$ cat src/rtl/pam8_pkg.sv
`default_nettype none
// ============================================================================
//  Module      : pam8_pkg
//  Description : Shared types, widths and helpers for the 8-PAM receive slicer.
//  Revision    : 1.0 - initial release
// ============================================================================
package pam8_pkg;

    // Receive controller states: accumulate energy, pick phase, track symbols
    typedef enum logic [1:0] {
        ACQ    = 2'd0,
        DECIDE = 2'd1,
        LOCK   = 2'd2
    } state_t;

    localparam int SYM_W = 4;
    localparam int IDX_W = 3;
    localparam int UPS   = 4;

    // Map a decision index 0..7 onto the odd PAM level 2*idx-7
    function automatic logic signed [SYM_W-1:0] idx_to_sym(input logic [IDX_W-1:0] i);
        logic [SYM_W-1:0] t;
        t = {i, 1'b1};
        return $signed(t - 4'd8);
    endfunction

endpackage
`default_nettype wire

$ cat src/rtl/pam8_slicer.sv
`default_nettype none
// ============================================================================
//  Module      : pam8_slicer
//  Description : Combinational 8-PAM decision: sample -> index and level.
//  Revision    : 1.0 - initial release
// ============================================================================
module pam8_slicer
    import pam8_pkg::*;
#(
    parameter int STEP_LOG2 = 8
) (
    input  logic signed [15:0]      din,
    output logic [IDX_W-1:0]        idx,
    output logic signed [SYM_W-1:0] sym
);

    // Floor-divide by two steps so thresholds fall on even multiples of STEP;
    // arithmetic shift rounds toward -inf, so a value on a threshold rounds up.
    logic signed [15:0] w_shr;
    logic signed [16:0] w_lvl;

    assign w_shr = din >>> (STEP_LOG2 + 1);
    assign w_lvl = $signed({w_shr[15], w_shr}) + 17'sd4;

    // Clamp the shifted level into the 0..7 decision range
    always_comb begin
        idx = '0;
        if (w_lvl < 17'sd0) begin
            idx = 3'd0;
        end else if (w_lvl > 17'sd7) begin
            idx = 3'd7;
        end else begin
            idx = w_lvl[2:0];
        end
    end

    assign sym = idx_to_sym(idx);

endmodule
`default_nettype wire

$ cat src/rtl/pam8_rx_slicer.sv
`default_nettype none
// ============================================================================
//  Module      : pam8_rx_slicer
//  Description : x4 oversampled 8-PAM receiver: per-phase energy acquisition,
//                phase selection, decimation and symbol slicing.
//  Revision    : 1.0 - initial release
// ============================================================================
module pam8_rx_slicer
    import pam8_pkg::*;
#(
    parameter int STEP_LOG2 = 8,
    parameter int ACQ_LOG2  = 6
) (
    input  logic                    clk,
    input  logic                    nrst,
    input  logic signed [15:0]      din,
    input  logic                    resync,
    output logic                    locked,
    output logic [1:0]              phase,
    output logic                    sym_vld,
    output logic signed [SYM_W-1:0] sym,
    output logic [IDX_W-1:0]        idx
);

    localparam int c_ACC_W = 15 + ACQ_LOG2;
    localparam int c_CNT_W = $clog2(UPS) + ACQ_LOG2;
    localparam logic [c_CNT_W-1:0] c_CNT_LAST = '1;

    state_t               r_state;
    state_t               w_state_nxt;
    logic [1:0]           r_pcnt;
    logic [c_CNT_W-1:0]   r_cnt;
    logic [c_ACC_W-1:0]   r_acc [UPS];
    logic [1:0]           r_phase;
    logic                 r_sym_vld;
    logic signed [SYM_W-1:0] r_sym;
    logic [IDX_W-1:0]     r_idx;

    logic [14:0]          w_abs;
    logic [1:0]           w_best;
    logic [c_ACC_W-1:0]   w_best_val;
    logic                 w_take;
    logic [IDX_W-1:0]     w_sl_idx;
    logic signed [SYM_W-1:0] w_sl_sym;

    // |din| with the single unrepresentable magnitude saturated
    assign w_abs = (din == 16'sh8000) ? 15'h7fff :
                   (din[15] ? 15'(-din) : din[14:0]);

    // Slice only the selected phase, and never in a resync cycle
    assign w_take = (r_state == LOCK) && (r_pcnt == r_phase) && !resync;

    pam8_slicer #(
        .STEP_LOG2 (STEP_LOG2)
    ) u_slicer (
        .din (din),
        .idx (w_sl_idx),
        .sym (w_sl_sym)
    );

    // Largest accumulator wins; strict compare keeps ties on the lowest index
    always_comb begin
        w_best     = 2'd0;
        w_best_val = r_acc[0];
        for (int i = 1; i < UPS; i++) begin
            if (r_acc[i] > w_best_val) begin
                w_best     = 2'(i);
                w_best_val = r_acc[i];
            end
        end
    end

    // Next-state logic; resync overrides every transition
    always_comb begin
        w_state_nxt = r_state;
        case (r_state)
            ACQ:     if (r_cnt == c_CNT_LAST) w_state_nxt = DECIDE;
            DECIDE:  w_state_nxt = LOCK;
            LOCK:    w_state_nxt = LOCK;
            default: w_state_nxt = ACQ;
        endcase
        if (resync) begin
            w_state_nxt = ACQ;
        end
    end

    // State register and free-running phase counter
    always_ff @(posedge clk or negedge nrst) begin
        if (!nrst) begin
            r_state <= ACQ;
            r_pcnt  <= 2'd0;
        end else begin
            r_state <= w_state_nxt;
            r_pcnt  <= r_pcnt + 2'd1;
        end
    end

    // Sample counter and per-phase energy accumulators
    always_ff @(posedge clk or negedge nrst) begin
        if (!nrst) begin
            r_cnt <= '0;
            for (int i = 0; i < UPS; i++) r_acc[i] <= '0;
        end else if (resync) begin
            r_cnt <= '0;
            for (int i = 0; i < UPS; i++) r_acc[i] <= '0;
        end else if (r_state == ACQ) begin
            r_cnt         <= r_cnt + 1'b1;
            r_acc[r_pcnt] <= r_acc[r_pcnt] + {{ACQ_LOG2{1'b0}}, w_abs};
        end
    end

    // Phase capture and registered symbol decisions
    always_ff @(posedge clk or negedge nrst) begin
        if (!nrst) begin
            r_phase   <= 2'd0;
            r_sym_vld <= 1'b0;
            r_sym     <= '0;
            r_idx     <= '0;
        end else begin
            if (r_state == DECIDE && !resync) begin
                r_phase <= w_best;
            end
            r_sym_vld <= w_take;
            if (w_take) begin
                r_sym <= w_sl_sym;
                r_idx <= w_sl_idx;
            end
        end
    end

    assign locked  = (r_state == LOCK);
    assign phase   = r_phase;
    assign sym_vld = r_sym_vld;
    assign sym     = r_sym;
    assign idx     = r_idx;

endmodule
`default_nettype wire

$ cat config.mk
export PLATFORM = sky130hd
export DESIGN_NAME = pam8_rx_slicer
export DESIGN_NICKNAME = d
export VERILOG_FILES = /design/src/rtl/pam8_pkg.sv /design/src/rtl/pam8_slicer.sv /design/src/rtl/pam8_rx_slicer.sv
export SDC_FILE = /design/constraint.sdc
export NUM_CORES = 1
export LEC_CHECK = 0
export CAP_MARGIN = 20
export CORE_ASPECT_RATIO = 0.9
export CORE_MARGIN = 2
export CORE_UTILIZATION = 56
export DETAILED_ROUTE_END_ITERATION = 7
export PLACE_DENSITY_LB_ADDON = 0.05
export SYNTH_ARGS = -nofsm -noshare
export SYNTH_HDL_FRONTEND = slang
export SYNTH_SLANG_ARGS = --single-unit
$ cat constraint.sdc
create_clock -name clk -period 5.5 [get_ports clk]
set_input_delay 0.825 -clock clk [delete_from_list [all_inputs] [get_ports clk]]
set_output_delay 0.825 -clock clk [all_outputs]
set_load 0.01 [all_outputs]
# After elaboration in Yosys (flattened, before gate mapping)
# Index checks and enable logic that the tools add are counted.
[op_classes] addsub=6 order_cmp=7 n_eq_ne=6 n_mux=22 bitwise=1 n_reduce_logical=8
[op_table] cell="$mux 84" count=2
[op_table] cell="$mux 21" count=5
[op_table] cell="$bwmux 84" count=1
[op_table] cell="$gt 21x21->1" count=3
[op_table] cell="$bmux 21 s2" count=1
[op_table] cell="$demux 21 s2" count=1
[op_table] cell="$mux 15" count=2
[op_table] cell="$add 21x15->21" count=1
[op_table] cell="$gt 17x4->1 const B" count=1
[op_table] cell="$lt 17x1->1 const B" count=1
[op_table] cell="$eq 16x16->1 const B" count=1
[op_table] cell="$mux 8" count=2
[op_table] cell="$neg 15->15" count=1
[op_table] cell="$add 7x4->8 const B" count=1
[op_table] cell="$add 8x1->8 const B" count=1
[op_table] cell="$eq 8x8->1 const B" count=1
[op_table] cell="$mux 2" count=4
[op_table] cell="$mux 3" count=2
[op_table] cell="$logic_and 1x1->1" count=4
[op_table] cell="$pmux 2 s2" count=1
[op_table] cell="$sub 4x4->4 const B" count=1
[op_table] cell="$ge 3x3->1 const B" count=1
[op_table] cell="$lt 3x1->1 const B" count=1
[op_table] cell="$ne 3x3->1 const B" count=1
[op_table] cell="other kinds (10)" count=10
[totals] regBits=106 input_bits=19 out_inout_bits=11

# Depth between registers and ports, before layout
# Gate-level depths: netlist of the first run.
[depth] ltp_word=8 mapped_depth=26

# Cells and area by module
# Synthesis of the first run repeated with hierarchy kept, for this count alone.
[unflattened] hier_cells=818 hier_area_um2=7911.3
[modules_own_cells] module="pam8_rx_slicer" n_inst=1 cells_each=796 area_per_inst_um2=7756.2 seq_area_each_um2=2652.5
[modules_own_cells] module="pam8_slicer" n_inst=1 cells_each=22 area_per_inst_um2=155.1 seq_area_each_um2=0.0

# Worst setup path after synthesis of the first run
# Ideal clock, no wire load.
[synth_path] kind="reg2reg" start="register r_acc[58] in the netlist's numbering" end="register r_phase[1] (netlist: phase[1])" setup_ps=142 t_arrival_ps=5001 t_required_ps=5358 path_slack_ps=357 path_stages_with_launch=23 path_buffers=2 cell_sequence="dfrtp_1 > ha_1 > nand4_1 > or4_1 > or3_1 > nand2_1 > buf_4 > mux2i_1 > ha_1 > a21oi_1 > o21ai_0 > a221oi_1 > o211ai_1 > nand2_1 > clkbuf_1 > nor2_1 > a21o_1 > ha_1 > and3_1 > nand4_1 > or4_1 > o21ai_0 > a31oi_1"
[synth_via] elab_chain_len=6
[synth_lines] item="from (decl)" line="pam8_rx_slicer.sv:33" source="logic [c_ACC_W-1:0] r_acc [UPS];"
[synth_lines] item="from (signal, indexed assignment)" line="pam8_rx_slicer.sv:108" source="r_acc[r_pcnt] <= r_acc[r_pcnt] + {{ACQ_LOG2{1'b0}}, w_abs};"
[synth_lines] item="$gt 21x21->1" line="pam8_rx_slicer.sv:66" source="if (r_acc[i] > w_best_val) begin"
[synth_lines] item="$mux 21 *" line="pam8_rx_slicer.sv:66"
[synth_lines] item="$gt 21x21->1" line="pam8_rx_slicer.sv:66"
[synth_lines] item="$mux 21" line="pam8_rx_slicer.sv:66"
[synth_lines] item="$gt 21x21->1" line="pam8_rx_slicer.sv:66"
[synth_lines] item="$mux 2 *" line="pam8_rx_slicer.sv:66"
[synth_lines] item="to (signal assigned)" line="pam8_rx_slicer.sv:121" source="r_phase <= w_best;"
[synth_lines] item="to (decl)" line="pam8_rx_slicer.sv:34" source="logic [1:0] r_phase;"
# Mark *: on every way between the ends. The rest lies on a longest branch, timed or not.
# A chain may end at the register's enable or synchronous reset.

# Final worst setup path of the first run
[layout_path] start="register r_acc[58] in the netlist's numbering" end="register r_phase[0] (netlist: phase[0])"
[layout_via] elab_chain_len=6
[layout_lines] item="$gt 21x21->1" line="pam8_rx_slicer.sv:66"
[layout_lines] item="$mux 21" line="pam8_rx_slicer.sv:66"
[layout_lines] item="$gt 21x21->1" line="pam8_rx_slicer.sv:66"
[layout_lines] item="$mux 21" line="pam8_rx_slicer.sv:66"
[layout_lines] item="$gt 21x21->1" line="pam8_rx_slicer.sv:66"
[layout_lines] item="$mux 2 *" line="pam8_rx_slicer.sv:66"
# Marked as above.

==> results of run 1 <==
[flip-flops by register name, summed over array words and instances (netlist names)]
register,cells
phase,2
sym_vld,1
sym,4
idx,1
r_state,2
r_acc,84
r_cnt,8
r_pcnt,2
[synth_stat cells (2+ instances only)]
master     instances  area [sq um]
xor2_1            23           201
nor2_1            40           150
o31ai_1            2          15.0
or4_1              5          37.5
o211ai_1           7          52.6
and3_2             2          15.0
buf_4              4          30.0
a21o_1            32           240
a22o_1            44           385
a31o_2             4          35.0
xnor2_1           12           105
mux4_2            21           473
o21a_1             4          30.0
nand2_1           99           372
buf_2              3          15.0
clkbuf_1          29           109
and3_1             8          50.1
a2111oi_0          3          26.3
a21oi_1           46           230
nand2_2            4          25.0
or2_2              3          18.8
a31oi_1            5          31.3
nand4_1           16           100
and2_1             6          37.5
nor2b_1            4          25.0
ha_1              91          1140
mux2i_1           22           220
nand2b_1           2          12.5
a221oi_1           3          26.3
nor3_1             7          35.0
nand3_1           13          65.1
inv_1             36           135
buf_1              5          18.8
a21boi_0           2          15.0
or3_1              5          31.3
and4_1             2          17.5
dfrtp_1          104          2600
a211oi_1           4          30.0
o21ai_0           69           345
nand3b_1           4          30.0
nor4_1             9          56.3
o22ai_1            2          12.5
[path summary, 6_finish.rpt]
kind / from / endpoint / slack [ns] / cells past startpoint
setup / recovery: r_acc[58] / phase[0] / 0.11 / 25
hold / removal: nrst / sym[1] / 0.43 / 1
setup reg to reg: r_acc[58] / phase[0] / 0.11 / 25
hold reg to reg: sym[0] / sym[0] / 0.47 / 1
max in group asynchronous: nrst / r_acc[10] / 3.82 / 2
min in group clk: sym[0] / sym[0] / 0.47 / 1
[repair_timing]
action	CTS	global route
pin swaps	2	24
cloned	1	2
setup buffers	3	6
endpoints found under the setup margin	2	9
gates resized for setup	15	47
[through the flow]
step / setup slack, ns / instance area (sq um)
2_1_floorplan: 0.357 / 7770
3_3_place_gp: 0.0302 / 8790
3_5_place_dp: -0.166 / 8790
4_1_cts: 0.0386 / 9180
5_1_grt: -0.0891 / 9500
6_report: 0.111 / 9500
[logic make-up after synthesis]
| logic type | after synthesis | synth area share |
|---|---|---|
| compound gates | 232 | 0.196 |
| xor+xnor | 35 | 0.0395 |
| fa+ha+maj | 92 | 0.149 |
| buf+inv | 78 | 0.0411 |
| flops | 104 | 0.335 |
| mux | 45 | 0.0921 |
| simple gates | 234 | 0.147 |
[area by class of cell]
cell class              instances  area, sq um  area share
well taps                     168          210      0.0221
clock inverters                 6         72.6     0.00764
repair buffers                130         1090       0.115
inverters                      36          135      0.0142
flip-flops and latches        104         2600       0.274
multi-input cells             638         5150       0.542
clock buffers                  10          229      0.0241
[critical path, cell delays in order (launching register included)]
cell,delay (ns)
dfrtp_1,0.43
ha_4,0.29
nand4_1,0.14
or4_4,0.58
or3_4,0.37
nand2_4,0.09
buf_12,0.17
buf_12,0.13
buf_4,0.12
mux2i_2,0.25
ha_1,0.30
a21o_1,0.20
o21ai_2,0.14
o211ai_1,0.14
nand2_2,0.18
buf_6,0.17
nor2_2,0.04
a21o_1,0.19
ha_4,0.27
and3_4,0.18
nand4_1,0.14
buf_4,0.17
a21o_1,0.18
a31oi_2,0.19
o21ai_2,0.10
a31oi_1,0.16
[power by group]
part	total, mW	internal (mW)	switching (mW)
sequential	0.928	0.851	0.0779
combinational	1.87	0.911	0.963
clock	0.682	0.361	0.321
total	3.48	2.12	1.36
[per-layer routing]
| layer | track usage | vias to the layer above | share of wire |
|---|---|---|---|
| met5 | 0 | - | 0 |
| met4 | 0.131 | 0 | 0.027 |
| met3 | 0.0651 | 48 | 0.086 |
| met2 | 0.506 | 306 | 0.46 |
| met1 | 0.446 | 3392 | 0.43 |
| li1 | - | 3209 | - |
==> metrics.txt, run 1 <==
status finished clean; clock sinks between 100 and 150; first-pass GRT wire length ~36000 microns; most frequent cells in the layout 104 x dfrtp_1, 97 x nand2_1, 93 x buf_4, 83 x ha_1, 64 x o21ai_0; Worst EP required 5.79 ns; Yosys cell types between 50 and 60; DRC violations left 0; GR Overflow Total 0; total power ~3.5 mW; part of the cycle the worst path needs 0.980; vias in the first global route 6690; fill count around 1000; Slew @ Worst Pin between 0.8 and 0.9 ns; register area share after synthesis 0.335; die area about 15000 sq um; wire length per cell 21.4 microns; first-pass iteration count of the detailed router 5; fmax ~190 MHz; H-tree Lvls 3; Yosys reg bits ~100; vias 6955; Syn Area/Cell approximately 9.5 sq um; Yosys Warn Count 0; later-pin clock latency in the skew report approximately 0.37 ns; dpl cells 1064; Slew Limit Fails 0; max_cap viols 0; Hold Buf Count CTS 0; most common cell after layout, fill and taps aside dfrtp_1; fraction of registers with async set/reset 1.00; share of cells above drive strength 1 0.214; VDD IR-drop max about 0.27 mV; Synth Instances 820; 1st-iter DRT viols between 700 and 800; CP Class reg -> reg; slew margin rel. 0.409; kind of start point of the critical path flop; clock transition at the registers of the reported paths 0.08 ns; n_diodes 0; Die Y 116 microns; I/O pin cnt 30; clock skew between 0.01 and 0.015 ns; Critical Path End Type flop; Final Non-Filler Cells between 1000 and 1500; Rows 40; Clock Tree Buf Depth 2; CTS buffer count 9; HP Class in -> async; Synthesized Nets just over 900; PwrDens 367 nW/um^2; Die W 128 microns; Final Hold Viols 0; Initial Util 0.577; Leak 4.54 nW; CTS tree done; EDFF count, synth 0; post-layout minimum cycle time roughly 5.4 ns; largest net degree at the start of global routing 69; unrepaired setup endpoints after global routing true; GP Congestion approximately 1.1; Port Buffers 29; # setup viols final 0; HPWL Detailed 16900 microns; Final Util 0.705; core area ~13000 sq um; antenna violations before repair 0; GRT Util Overall 0.323; CP max FO 8; antenna-violating nets left 0; CP Data Arrival Time between 5 and 6 ns; Primary FF master, synth dfrtp_1; P&R area growth vs syn 22.2%; via/cell ratio about 6.4; Setup TNS 0 ns; Mapped Area slightly below 8000 sq um; Final nets slightly above 1000; CTS root buf clkbuf_16; wire length after detailed routing between 20000 and 25000 microns; hold slack final 0.425 ns
(Power assumes the default switching activity.)
==> run 2: changes to the inputs <==
- SLEW_MARGIN: default -> 20
==> results of run 2 <==
No change in the layout: final DEF, timing and power equal those of run 1.
